===== config.mk =====
export PLATFORM = sky130hd
export DESIGN_NAME = adc_driver
export DESIGN_NICKNAME = d
export VERILOG_FILES = /design/src/rtl/adc_driver.sv
export SDC_FILE = /design/constraint.sdc
export NUM_CORES = 1
export LEC_CHECK = 0
export CORE_ASPECT_RATIO = 0.5
export CORE_MARGIN = 5
export CORE_UTILIZATION = 45
export CTS_BUF_LIST = sky130_fd_sc_hd__clkbuf_8
export DETAILED_ROUTE_END_ITERATION = 16
export PLACE_DENSITY = 0.66
export REMOVE_ABC_BUFFERS = 1
export SLEW_MARGIN = 40
export SYNTH_ARGS = -nofsm -noshare
export SYNTH_HDL_FRONTEND = slang
export SYNTH_SLANG_ARGS = --single-unit

===== constraint.sdc =====
create_clock -name audio_clock -period 2.03 [get_ports audio_clock]
set_input_delay 0.3045 -clock audio_clock [delete_from_list [all_inputs] [get_ports audio_clock]]
set_output_delay 0.3045 -clock audio_clock [all_outputs]
set_load 0.01 [all_outputs]

===== src/rtl/adc_driver.sv =====
// SPI capture master for a 12-bit MCP3201-style serial ADC.
// Starts one conversion frame per sample tick and presents each result
// left-justified on data_out, along with a one-cycle data_ready strobe.
//
// state    | meaning
// ---------+--------------------------------------------------------------
// IDLE     | chip select high, waiting for a tick with enable set
// CS_SETUP | chip select low, SCLK held low for one half-period
// SHIFT    | frame_bits SCLK periods; MISO is captured on each SCLK rise
// CS_HOLD  | chip select high again; publishes the sample when the hold ends

module adc_driver #(
  parameter int clock_max   = 25_000_000,
  parameter int sample_rate = 48_000,
  parameter int sclk_half   = 4,
  parameter int frame_bits  = 15
) (
  input  logic        audio_clock,
  input  logic        rst_n,
  input  logic        enable,
  input  logic        miso_in,
  output logic        sclk_out,
  output logic        cs_n_out,
  output logic [15:0] data_out,
  output logic        data_ready,
  output logic        active_out,
  output logic        overrun_out
);

  localparam int sample_div = clock_max / sample_rate;
  localparam int tick_w     = $clog2(sample_div);
  localparam int half_w     = $clog2(sclk_half + 1);
  localparam int bit_w      = $clog2(frame_bits + 1);

  localparam logic [tick_w-1:0] tick_last = tick_w'(sample_div - 1);
  localparam logic [half_w-1:0] half_last = half_w'(sclk_half - 1);
  // The hold phase gets one extra cycle, so the strobe comes
  // (2*frame_bits+2)*sclk_half + 1 cycles after the tick.
  localparam logic [half_w-1:0] half_hold = half_w'(sclk_half);
  localparam logic [bit_w-1:0]  bit_last  = bit_w'(frame_bits - 1);

  if (sclk_half < 1) begin : g_bad_sclk_half
    $error("adc_driver: sclk_half must be at least 1");
  end
  if ((2 * frame_bits + 2) * sclk_half + 2 >= sample_div) begin : g_bad_timing
    $error("adc_driver: conversion frame does not fit in one sample period");
  end

  typedef enum logic [1:0] {
    IDLE,
    CS_SETUP,
    SHIFT,
    CS_HOLD
  } state_t;

  state_t              state_q, state_d;
  logic [tick_w-1:0]   tick_cnt;
  logic                tick;
  logic [half_w-1:0]   half_cnt, half_d;
  logic [bit_w-1:0]    bit_cnt, bit_d;
  logic                sclk_q, sclk_d;
  logic                cs_n_q, cs_n_d;
  logic [11:0]         shift_q, shift_d;
  logic [15:0]         data_q, data_d;
  logic                ready_q, ready_d;
  logic                overrun_q, overrun_d;

  assign tick = (tick_cnt == tick_last);

  // Free-running sample-rate counter; it keeps counting whether or not enable is set.
  always_ff @(posedge audio_clock or negedge rst_n) begin
    if (!rst_n) begin
      tick_cnt <= '0;
    end else if (tick) begin
      tick_cnt <= '0;
    end else begin
      tick_cnt <= tick_cnt + tick_w'(1);
    end
  end

  // State register and registered bus outputs.
  always_ff @(posedge audio_clock or negedge rst_n) begin
    if (!rst_n) begin
      state_q   <= IDLE;
      half_cnt  <= '0;
      bit_cnt   <= '0;
      sclk_q    <= 1'b0;
      cs_n_q    <= 1'b1;
      shift_q   <= '0;
      data_q    <= '0;
      ready_q   <= 1'b0;
      overrun_q <= 1'b0;
    end else begin
      state_q   <= state_d;
      half_cnt  <= half_d;
      bit_cnt   <= bit_d;
      sclk_q    <= sclk_d;
      cs_n_q    <= cs_n_d;
      shift_q   <= shift_d;
      data_q    <= data_d;
      ready_q   <= ready_d;
      overrun_q <= overrun_d;
    end
  end

  // Next-state logic. Every timed phase runs on a half-period down-counter
  // that ends when it reaches zero.
  always_comb begin
    state_d   = state_q;
    half_d    = half_cnt;
    bit_d     = bit_cnt;
    sclk_d    = sclk_q;
    cs_n_d    = cs_n_q;
    shift_d   = shift_q;
    data_d    = data_q;
    ready_d   = 1'b0;
    overrun_d = overrun_q;

    // A tick that lands inside a frame is dropped; the overrun flag records it.
    if (tick && (state_q != IDLE)) begin
      overrun_d = 1'b1;
    end

    unique case (state_q)
      IDLE: begin
        if (tick && enable) begin
          state_d = CS_SETUP;
          cs_n_d  = 1'b0;
          half_d  = half_last;
        end
      end

      CS_SETUP: begin
        if (half_cnt != '0) begin
          half_d = half_cnt - half_w'(1);
        end else begin
          state_d = SHIFT;
          half_d  = half_last;
          bit_d   = bit_last;
        end
      end

      SHIFT: begin
        if (half_cnt != '0) begin
          half_d = half_cnt - half_w'(1);
        end else if (!sclk_q) begin
          // Rising SCLK edge: the ADC has held this bit steady since the previous fall.
          sclk_d  = 1'b1;
          shift_d = {shift_q[10:0], miso_in};
          half_d  = half_last;
        end else begin
          sclk_d = 1'b0;
          half_d = half_last;
          if (bit_cnt == '0) begin
            state_d = CS_HOLD;
            cs_n_d  = 1'b1;
            half_d  = half_hold;
          end else begin
            bit_d = bit_cnt - bit_w'(1);
          end
        end
      end

      CS_HOLD: begin
        if (half_cnt != '0) begin
          half_d = half_cnt - half_w'(1);
        end else begin
          data_d  = {shift_q, 4'b0000};
          ready_d = 1'b1;
          state_d = IDLE;
        end
      end

      default: begin
        state_d = IDLE;
      end
    endcase
  end

  assign sclk_out    = sclk_q;
  assign cs_n_out    = cs_n_q;
  assign data_out    = data_q;
  assign data_ready  = ready_q;
  assign active_out  = (state_q != IDLE);
  assign overrun_out = overrun_q;

endmodule


Yosys cells after proc, flatten, opt, wreduce, memory -nomap -nowiden
Cells that the tools add are included.
{ "totals": {"register_bits": 47, "inputBits": 4, "out_inout_bits": 21, "elab_cells": 70} }
{ "op_classes": {"n_addsub": 3, "eq_ne": 12, "muxes": 28, "n_bitwise": 2, "reduce_logical": 15} }
{ "ops": {"columns": ["operator", "count"], "rows": [
  ["$mux W3", 6],
  ["$mux W4", 4],
  ["$ne A2 B2 Y1 const B", 8],
  ["$mux W2", 6],
  ["$pmux W3 S4", 1],
  ["$add A10 B1 Y10 const B", 1],
  ["$eq A10 B10 Y1 const B", 1],
  ["$mux W10", 1],
  ["$reduce_and A5 Y1", 2],
  ["$pmux W2 S4", 1],
  ["$pmux W4 S2", 1],
  ["$mux W1", 7],
  ["$reduce_and A2 Y1", 3],
  ["$reduce_and A6 Y1", 1],
  ["$reduce_bool A2 Y1", 3],
  ["$eq A2 B2 Y1 const B", 2],
  ["$logic_not A4 Y1", 1],
  ["$sub A4 B1 Y4 const B", 1],
  ["$reduce_and A3 Y1", 1],
  ["$reduce_bool A3 Y1", 1],
  ["$sub A3 B1 Y3 const B", 1],
  ["$eq A2 B1 Y1 const B", 1],
  ["$logic_and A1 B1 Y1", 2],
  ["$logic_not A2 Y1", 1],
  ["other kinds (2)", 3]
]} }

Logic depth before layout (Yosys ltp)
{ "logic_depth": {"ltp_word": 5, "mapped_depth": 10, "depth_no_buf": 8} }

Least setup slack after synthesis
OpenSTA, ideal clock, no wires.
{ "synth_path": {"kind": "reg-to-reg", "from": "reg state_q[0]", "to": "reg shift_q[0]", "setup_ns": 0.128, "arrival_time_ns": 1.600, "required_time_ns": 1.902, "setup_slack_ns": 0.302, "path_stages_with_launch": 8, "n_path_buf": 2, "period_less_slack_ns": 1.728, "cell_sequence": "dfrtp_1 -> inv_1 -> ha_1 -> buf_6 -> nand3b_1 -> nor2_1 -> buf_4 -> mux2_1"} }
{ "synth_via": {"elab_chain_len": 2} }
{ "synth_rtl": {"columns": ["element", "line_no", "text"], "rows": [
  ["start: declaration", "56", "state_t state_q, state_d;"],
  ["start signal: assignment", "94", "state_q <= state_d;"],
  ["$eq A2 B2 Y1", "124", "unique case (state_q)"],
  ["$reduce_and A3 Y1 (no line)", null, null],
  ["end signal: assignment", "99", "shift_q <= shift_d;"],
  ["end: declaration", "63", "logic [11:0] shift_q, shift_d;"]
]} }
Every way passes these cells.
A chain may end at the register's enable or synchronous reset.

Worst setup path after layout
{ "layout_path": {"from": "reg half_cnt[0]", "to": "reg data_q[8] (netlist: data_out[8])"} }
{ "layout_via": {"elab_chain_len": 3} }
{ "layout_rtl": {"columns": ["element", "line_no", "text"], "rows": [
  ["start: declaration", "59", "logic [half_w-1:0] half_cnt, half_d;"],
  ["start signal: assignment", "95", "half_cnt <= half_d;"],
  ["$reduce_bool A3 Y1", "165", "if (half_cnt != '0) begin"],
  ["$not A1 Y1 (no line)", null, null],
  ["$reduce_and A2 Y1 (no line)", null, null],
  ["end signal: assignment", "100", "data_q <= data_d;"],
  ["end: declaration", "64", "logic [15:0] data_q, data_d;"]
]} }
Every way passes these cells.

==> flow_metrics.env <==
export IMPL_vdd_drop_max_mv=0.305
export IMPL_post_route_min_period_ns=1.79
export IMPL_maxSlewViolCount=0
export IMPL_post_cts_buffers=0
export IMPL_layout_drive_gt1_share_pct=12.2
export IMPL_dr_pass1_iters=4
export IMPL_clock_sinks=47
export IMPL_wirelength_mm=3.57
export IMPL_antenna_found_initial=0
export IMPL_cts_root_buffer="clkbuf_8"
export IMPL_dieArea_um2=6470
export IMPL_io_pins=25
export IMPL_yosys_warnings=0
export IMPL_die_x_um=109
export IMPL_ys_flop_type="dfrtp_1"
export IMPL_initialDrtViolationCount=16
export IMPL_whs_ns=0.0713
export IMPL_synth_common_cells="dfrtp_1, mux2_1, nand2_1"
export IMPL_die_height_um=59.4
export IMPL_grt_overflow=0
export IMPL_cts_resized=0
export IMPL_arrival_ns=1.97
export IMPL_ys_seq_area_share_pct=53.5
export IMPL_synth_top_cell_by_area="dfrtp_1"
export IMPL_status="finished clean"
export IMPL_grt_start_max_net_pins=48
export IMPL_rows=18
export IMPL_fillers=434
export IMPL_syn_area_per_cell_um2=12.2
export IMPL_grt_pass1_vias=1376
export IMPL_fmax_ghz=0.560
export IMPL_path_class="flop to flop"
export IMPL_timing_max_cap_violations=0
export IMPL_core_region_area_um2=4820
export IMPL_synth_distinct_cells=44
export IMPL_power_density_nw_per_um2=654
export IMPL_initial_core_util_pct=45.6
export IMPL_syn2layout_area_growth_pct=17.1
export IMPL_wl_per_cell_um=13.0
export IMPL_synth_edf_count=0
export IMPL_max_slew_worst_pin_slew_ns=0.600
export IMPL_rsz0062_at_grt="no"
export IMPL_dp_hpwl_mm=2.57
export IMPL_synth_top_cell_area_share_pct=52.3
export IMPL_hold_buffers=0
export IMPL_cts_tree="built"
export IMPL_finalNetCount=217
export IMPL_clk_path_buf_depth=2
export IMPL_p_leak_nw=1.29
export IMPL_critPathMaxStageDelay_ns=0.41
export IMPL_path_clk_slew_ns=0.09
export IMPL_crit_fanout=11
export IMPL_synth_seq_cells=47
export IMPL_numCtsBuffers=5
export IMPL_rrSetupSlack_ns=0.24
export IMPL_syn_inst=180
export IMPL_postRouteAntennaNets=0
export IMPL_yosysMostFrequentCell="dfrtp_1"
export IMPL_drc=0
export IMPL_hold_violations=0
export IMPL_syn_area_um2=2200
export IMPL_htree_levels=2
export IMPL_start_kind="flop"
export IMPL_globalRouteTotalUtil_pct=12.4
export IMPL_port_buffer_count=20
export IMPL_required_ns=2.21
export IMPL_cp_slowest_cell="dfrtp_1"
export IMPL_hold_class="input pin to asynchronous set/reset pin"
export IMPL_num_vias=1337
export IMPL_path_cells="inv_1, ha_1, nor2b_4, nand2_4, inv_2, mux2_1"
export IMPL_clk_latency_ns=0.30
export IMPL_synthTopCellsByArea="dfrtp_1, mux2_1, ha_1, xnor2_1, buf_4"
export IMPL_globalplace_congestion=0.715
export IMPL_fin_cells=275
export IMPL_via_per_inst=4.86
export IMPL_num_antenna_cells=0
export IMPL_grt_pass1_wl_mm=6.15
export IMPL_cp_end_kind="flop"
export IMPL_synthArstFlopShare_pct=100
export IMPL_relSlewSlack_pct=60.0
export IMPL_setup_viol=0
export IMPL_finClkSkew_ns=0.0106
export IMPL_dp_cells=267
export IMPL_min_period_over_period_pct=88.0
layer usage:
layer	track usage (%)	vias to the layer above	wire length (um)
met5	0	-	0
met3	4.46	2	140
met4	4.86	0	40
li1	-	655	-
met2	20.1	15	1660
met1	15.3	665	1730
cell type report:
| type | count | area, um^2 | area share (%) |
|---|---|---|---|
| flip-flops and latches | 47 | 1180 | 45.7 |
| multi-input cells | 117 | 932 | 36.2 |
| repair buffers | 23 | 220 | 8.55 |
| well taps | 70 | 87.6 | 3.40 |
| clock buffers | 6 | 82.6 | 3.21 |
| clock inverters | 2 | 38.8 | 1.51 |
| inverters | 10 | 37.5 | 1.46 |
worst max-delay path: cells and delay by family (launching register included):
| family | cells | cell delay (ns) |
|---|---|---|
| flops | 1 | 0.41 |
| fa+ha+maj | 1 | 0.18 |
| simple gates | 2 | 0.45 |
| buf+inv | 2 | 0.29 |
| mux | 1 | 0.35 |
logic make-up after synthesis:
family / count (synthesis) / synth area share (%)
flops: 47 / 53.5
mux: 27 / 13.9
buf+inv: 19 / 4.83
xor+xnor: 10 / 3.98
fa+ha+maj: 9 / 5.12
compound gates: 20 / 6.54
other cells: 1 / 0.170
simple gates: 47 / 11.9
sequential cells by signal, summed over array words and instances, names as in the netlist:
| register | count |
|---|---|
| bit_cnt | 4 |
| data_ready | 1 |
| half_cnt | 3 |
| overrun_out | 1 |
| tick_cnt | 10 |
| shift_q | 12 |
| data_out | 12 |
| sclk_out | 1 |
| cs_n_out | 1 |
| state_q | 2 |
where the power goes:
part	leakage (nW)	internal, W	switching, W
logic	0.585	0.00000534	0.0000219
registers	0.639	0.000935	0
clock network	0.0618	0.000405	0.000316
total	1.29	0.00135	0.000338
worst paths after layout:
check                            start     endpoint  cells past startpoint
min                              rst_n  tick_cnt[5]                      2
max                        half_cnt[0]  data_out[8]                      6
min in group audio_clock   tick_cnt[0]  tick_cnt[0]                      1
max reg2reg                half_cnt[0]  data_out[8]                      6
min reg2reg                tick_cnt[0]  tick_cnt[0]                      1
max in group asynchronous        rst_n   state_q[0]                      2
metrics by stage:
step | worst slack, ns | total power [W] | TNS [ns] | utilization [%] | area (um^2)
after detailed placement | 0.0914 | 0.000983 | 0 | 50.8 | 2450
after floorplan | -0.0247 | 0.000958 | -0.0494 | - | 2140
after global placement | 0.159 | 0.000982 | 0 | 50.8 | 2450
after CTS | 0.0700 | 0.00171 | 0 | 53.3 | 2570
after global routing | 0.114 | 0.00175 | 0 | 53.5 | 2580
final | 0.245 | 0.00168 | 0 | 53.5 | 2580
cells in the final DEF (no fill, tap or decap), types with 2 or more instances in the layout:
cell type        Yosys  routed
nor3_1               2       2
a21oi_1              6       6
mux2i_1              2       2
nand2_1             11      11
nand3b_1             2       2
xnor2_1              7       7
and3_1               5       5
mux2_1              22      22
clkdlybuf4s50_1      0      18
ha_1                 9       9
mux2_2               2       2
o22ai_1              2       2
nand2b_1             2       2
conb_1               1       4
nand3_1              6       6
clkbuf_8             0       6
o21ai_1              2       2
inv_1                9       9
xor2_1               3       3
dfrtp_1             46      46
nor2b_1              2       2
nor2_1               9       9
buf_4                7       3
Power figures use the tool's default switching activity.
